===== src/rtl/de1_clk_mon.sv =====
// -----------------------------------------------------------------------------
// de1_clk_mon -- frequency monitor for a clock delivered as a divide-by-2
// toggle. It counts how many times the toggle changes state inside a fixed
// CLOCK50 window, then reports the count and a pass/fail against an allowed
// band. While en is high, windows run back to back. A short settle interval
// before every window lets the synchronizer flush.
//
// Parameters
//   WIN      measurement window length in CLOCK50 cycles
//   SETTLE   CLOCK50 cycles discarded before each window (must be >= 1)
//   EXP_MIN  lowest passing edge count (inclusive)
//   EXP_MAX  highest passing edge count (inclusive)
//
// Ports
//   CLOCK50     in   single clock, rising edge
//   RST         in   synchronous active-high reset
//   en          in   1 = run windows continuously, 0 = idle
//   mon_tgl     in   asynchronous toggle from the monitored domain
//   clr         in   clears err_sticky              (DE1_CLK_MON_STICKY_EN)
//   err_sticky  out  a window has failed since reset/clear (DE1_CLK_MON_STICKY_EN)
//   cnt[15:0]   out  edge count of the last completed window
//   done        out  one-cycle pulse when a window completes
//   ok          out  last completed window was inside [EXP_MIN, EXP_MAX]
//
// Optional feature: define DE1_CLK_MON_STICKY_EN to add clr / err_sticky.
// -----------------------------------------------------------------------------
module de1_clk_mon #(
    parameter int WIN     = 50000,
    parameter int SETTLE  = 16,
    parameter int EXP_MIN = 23900,
    parameter int EXP_MAX = 24100
) (
    input  logic        CLOCK50,
    input  logic        RST,
    input  logic        en,
    input  logic        mon_tgl,
`ifdef DE1_CLK_MON_STICKY_EN
    input  logic        clr,
    output logic        err_sticky,
`endif
    output logic [15:0] cnt,
    output logic        done,
    output logic        ok
);

    typedef enum logic [1:0] {
        S_IDLE,
        S_SETTLE,
        S_MEASURE,
        S_REPORT
    } state_t;

    localparam logic [31:0] SETTLE_LAST = 32'(SETTLE - 1);
    localparam logic [31:0] WIN_LAST    = 32'(WIN - 1);
    localparam logic [15:0] LIM_LO      = 16'(EXP_MIN);
    localparam logic [15:0] LIM_HI      = 16'(EXP_MAX);

    state_t      state;
    logic        sync1, sync2, sync3;
    logic [31:0] wcnt;          // cycle position inside SETTLE or MEASURE
    logic [15:0] ecnt;          // edges seen so far in the current window
    logic [15:0] ecnt_next;
    logic        tgl_edge;
    logic        pass_next;
    logic        report_load;   // last MEASURE cycle with en still high

    // Each change of the divided toggle is one full monitored clock cycle.
    assign tgl_edge = sync2 ^ sync3;

    // NOTE: always_comb assigns every output on every path, giving a default
    // first, so no latch can be inferred.
    always_comb begin
        ecnt_next = ecnt;
        if (tgl_edge && (ecnt != 16'hFFFF))
            ecnt_next = ecnt + 16'd1;
    end

    // The final count includes an edge detected in the last MEASURE cycle.
    assign pass_next   = (ecnt_next >= LIM_LO) && (ecnt_next <= LIM_HI);
    assign report_load = (state == S_MEASURE) && en && (wcnt == WIN_LAST);

    // NOTE: sequential state uses non-blocking assignments only, so every
    // flop samples its pre-edge inputs regardless of statement order.
    always_ff @(posedge CLOCK50) begin
        if (RST) begin
            state <= S_IDLE;
            sync1 <= 1'b0;
            sync2 <= 1'b0;
            sync3 <= 1'b0;
            wcnt  <= '0;
            ecnt  <= '0;
            cnt   <= '0;
            done  <= 1'b0;
            ok    <= 1'b0;
        end else begin
            sync1 <= mon_tgl;
            sync2 <= sync1;
            sync3 <= sync2;
            done  <= 1'b0;

            case (state)
                S_IDLE: begin
                    wcnt <= '0;
                    ecnt <= '0;
                    if (en)
                        state <= S_SETTLE;
                end

                S_SETTLE: begin
                    ecnt <= '0;
                    if (!en) begin
                        state <= S_IDLE;
                        wcnt  <= '0;
                    end else if (wcnt == SETTLE_LAST) begin
                        state <= S_MEASURE;
                        wcnt  <= '0;
                    end else begin
                        wcnt <= wcnt + 32'd1;
                    end
                end

                S_MEASURE: begin
                    if (!en) begin
                        // Partial window is discarded; cnt/ok keep old values.
                        state <= S_IDLE;
                        wcnt  <= '0;
                        ecnt  <= '0;
                    end else if (report_load) begin
                        state <= S_REPORT;
                        ecnt  <= ecnt_next;
                        cnt   <= ecnt_next;
                        ok    <= pass_next;
                        done  <= 1'b1;
                    end else begin
                        ecnt <= ecnt_next;
                        wcnt <= wcnt + 32'd1;
                    end
                end

                S_REPORT: begin
                    // Edges in this cycle belong to no window.
                    wcnt  <= '0;
                    ecnt  <= '0;
                    state <= en ? S_SETTLE : S_IDLE;
                end

                default: state <= S_IDLE;
            endcase
        end
    end

`ifdef DE1_CLK_MON_STICKY_EN
    // A failing report and a clear in the same cycle leave the flag set.
    always_ff @(posedge CLOCK50) begin
        if (RST)
            err_sticky <= 1'b0;
        else if (report_load && !pass_next)
            err_sticky <= 1'b1;
        else if (clr)
            err_sticky <= 1'b0;
    end
`endif

endmodule


===== config.mk =====
export PLATFORM = sky130hd
export DESIGN_NAME = de1_clk_mon
export DESIGN_NICKNAME = d
export VERILOG_FILES = /design/src/rtl/de1_clk_mon.sv
export SDC_FILE = /design/constraint.sdc
export NUM_CORES = 1
export LEC_CHECK = 0
export CAP_MARGIN = 30
export CELL_PAD_IN_SITES_DETAIL_PLACEMENT = 1
export CELL_PAD_IN_SITES_GLOBAL_PLACEMENT = 1
export CORE_MARGIN = 3
export CORE_UTILIZATION = 48
export CTS_BUF_LIST = sky130_fd_sc_hd__clkbuf_16
export CTS_CLUSTER_DIAMETER = 80
export DETAILED_ROUTE_END_ITERATION = 6
export GPL_ROUTABILITY_DRIVEN = 0
export PLACE_DENSITY = 0.87
export SLEW_MARGIN = 5
export SYNTH_ARGS = -nofsm -noshare
export SYNTH_HDL_FRONTEND = slang
export SYNTH_SLANG_ARGS = --single-unit

===== constraint.sdc =====
create_clock -name CLOCK50 -period 3.51 [get_ports CLOCK50]
set_clock_uncertainty 0.15 [all_clocks]
set_input_delay 0.702 -clock CLOCK50 [delete_from_list [all_inputs] [get_ports CLOCK50]]
set_output_delay 0.702 -clock CLOCK50 [all_outputs]
set_load 0.01 [all_outputs]

==> results.cfg <==
[min_path]
holdCritPathClass = reg -> reg
hold_depth = 1

[synth]
synth_cell_types = 46
synth_xor_area_share_pct = 12.0
synth_nets = 409
synth_fa_ha_area_share_pct = 2.23
ys.flop_type = dfxtp_1
synth_edf_count = 0
ys_ff_latch = 71
yosysWarnings = 0
synth_compound_area_share_pct = 9.12
avgSynthCellArea_sq_um = 8.42
async_flop_share_pct = 0
synth-simple-area-share_pct = 29.6
synth_top_family_by_area = simple AND/OR/NAND/NOR gates
synth_area_sq_mm = 0.00336
synthMuxAreaShare_pct = 1.82
yosysSeqAreaShare_pct = 42.3
synth_cells = 399

[sta]
layout_min_cycle_time_ns = 2.90
fin_crit_sh_pct = 82.6
drv_slew = 0
fin_tns_setup_ns = 0
worst_pin_slew_ns = 0.769
rsz0062_at_grt = false
setup_violations = 0
setup_ws_ns = 0.611
slew_headroom_pct = 48.6
final-hold-violation-count = 0
max_freq_mhz = 345

[finish]
fin_area_sq_mm = 0.00397
utilization_pct = 60.5
nets = 432
fill_cells = 779
antenna_cells = 0
drive_above_1_share_pct = 6.32
area_growth_pct = 18.3

[detailed_routing]
wl_per_cell_um = 17.9
drc = 0
firstDrtPassIters = 4
wl_um = 9300
drtIter0Drc = 93
ant_nets = 0
via_per_inst = 5.63
vias = 2930

[clocking]
clkLatencyLatePin_ns = 0.33
clk_pin_slew_ns = 0.06
post_cts_resized = 0
clock_tree.buffer_depth = 2
cts.sinks = 71
numCtsBuffers = 9
post_cts_buffers = 0
tritoncts = done
cts_hold_buf = 0
cts_root_buf = clkbuf_16
htree_levels = 3

[power_and_ir_drop]
total_power_mw = 1.81
pwr-share-comb_pct = 3.2
p_seq_share_pct = 45.0
p_per_area_mw_per_mm2 = 456
p_int_mw = 1.44
clock_power_share_pct = 51.8
swShare_pct = 20.5
power.leakage_nw = 1.36
p_sw_mw = 0.371
vdd_drop_max_v = 0.000291

[critical_path]
r2r_cells = 7
start_kind = register
worstSetupPathType = reg -> reg
slowest_delay_ns = 0.55
cpMaxStageDelayCell = nand3_1
cp-end-kind = register
cp_data_arrival_time_ns = 2.97
critPathMaxFanout = 17
critical_path.top_delay_family = simple AND/OR/NAND/NOR gates
cp_cell_sequence = ha_1 -> nor4b_1 -> nand3_1 -> nor4_1 -> nand3_1 -> and3_1 -> mux2_2
path_buf_inv = 0
cpMostUsedCell = nand3_1
path_depth = 7
required_ns = 3.58

[die]
design.core.area_sq_mm = 0.00657
io_pins = 22
fp-row-count = 29
die-area_sq_mm = 0.00804
die_h_um = 89.7
die_w_um = 89.7
initial_utilization_pct = 51.2

[global_routing]
grt_max_degree = 31
grt_usage_pct = 25.5
antenna_found_initial = 0
grt_pass1_wl_um = 15700
grt_overflow = 0
grt_pass1_vias = 3066

[placement]
place_area_sq_mm = 0.00367
dp_slack_ns = 0.629
dp_hpwl_um = 5950
io_buffers = 21

[status]
outcome = complete, no violations

[flow_run]
cap_violations = 0
-- per-layer routing --
layer	part of all wire (%)	wire, um	track usage, %
met4	1.6	151	10.4
met3	2.1	199	3.92
met2	47	4380	41.0
met1	49	4570	34.2
met5	0	0	0
-- power by group through the flow --
stage	combinational, mW	sequential, mW	clock (mW)
floorplan	0.0379	0.831	0
global placement	0.0528	0.832	0
detailed placement	0.0552	0.833	0
CTS	0.0570	0.815	0.953
global route	0.0631	0.815	0.991
finish	0.0572	0.815	0.938
-- cell usage in the layout, fill, tap and decap left out, types with 3 or more instances in the layout --
master	count
and3_1	9
a21oi_1	16
xor2_1	21
and4_1	3
o21ai_0	4
inv_1	12
ha_1	6
and2_1	5
nor4_1	12
nor2_1	88
xnor2_1	23
nor2b_1	5
mux2i_1	5
a221oi_1	3
nor3_1	6
dfxtp_1	71
buf_4	6
clkbuf_16	9
clkdlybuf4s50_1	21
o21a_1	5
nand3_1	20
nand2_1	25
nand4_1	16
-- cell families after synthesis --
logic type,after synthesis
AND/OR/NAND/NOR,200
multiplexers,6
AO/OA/AOI/OAI,46
flip-flops,71
buffers and inverters,25
XOR/XNOR,45
adder cells (fa/ha/maj),6
-- worst register-to-register path, stage by stage, from the launching register on --
cell	delay, ns
dfxtp_1	0.41
ha_1	0.28
nor4b_1	0.28
nand3_1	0.13
nor4_1	0.31
nand3_1	0.55
and3_1	0.41
mux2_2	0.27
-- Yosys cell counts, types with 6 or more instances --
library cell	number	area share (%)
a21oi_1	16	2.4
and3_1	9	1.7
clkbuf_1	10	1.1
dfxtp_1	71	42
ha_1	6	2.2
inv_1	10	1.1
nand2_1	25	2.8
nand3_1	20	3.0
nand4_1	16	3.0
nor2_1	88	9.8
nor3_1	6	0.89
nor4_1	12	2.2
xnor2_1	23	6.0
xor2_1	21	5.5
-- metrics by stage --
step,instances,hold slack (ns)
floorplan,399,0.264
global placement,504,0.287
detailed placement,504,0.290
CTS,520,0.308
global route,520,0.324
finish,520,0.307
-- worst paths after layout --
path,startpoint,end,slack (ns)
worst min-delay path,sync1,sync2,0.31
worst min register to register,sync1,sync2,0.31
worst max register to register,wcnt[1],wcnt[0],0.61
worst max-delay path,wcnt[1],wcnt[0],0.61
-- sequential cells by signal, indices dropped and copies added, names as in the netlist --
name / flops
sync2: 1
wcnt: 32
done: 1
state: 2
cnt: 16
ecnt: 16
sync3: 1
sync1: 1
ok: 1
-- layout make-up --
cell class	count	area, sq um	share of cell area (%)
clock buffers	9	225	5.67
clock inverters	7	80.1	2.02
inverters	10	37.5	0.945
multi-input cells	303	1840	46.3
flip-flops and latches	71	1420	35.8
well taps	93	116	2.93
repair buffers	27	255	6.42
(Power assumes the default switching activity.)
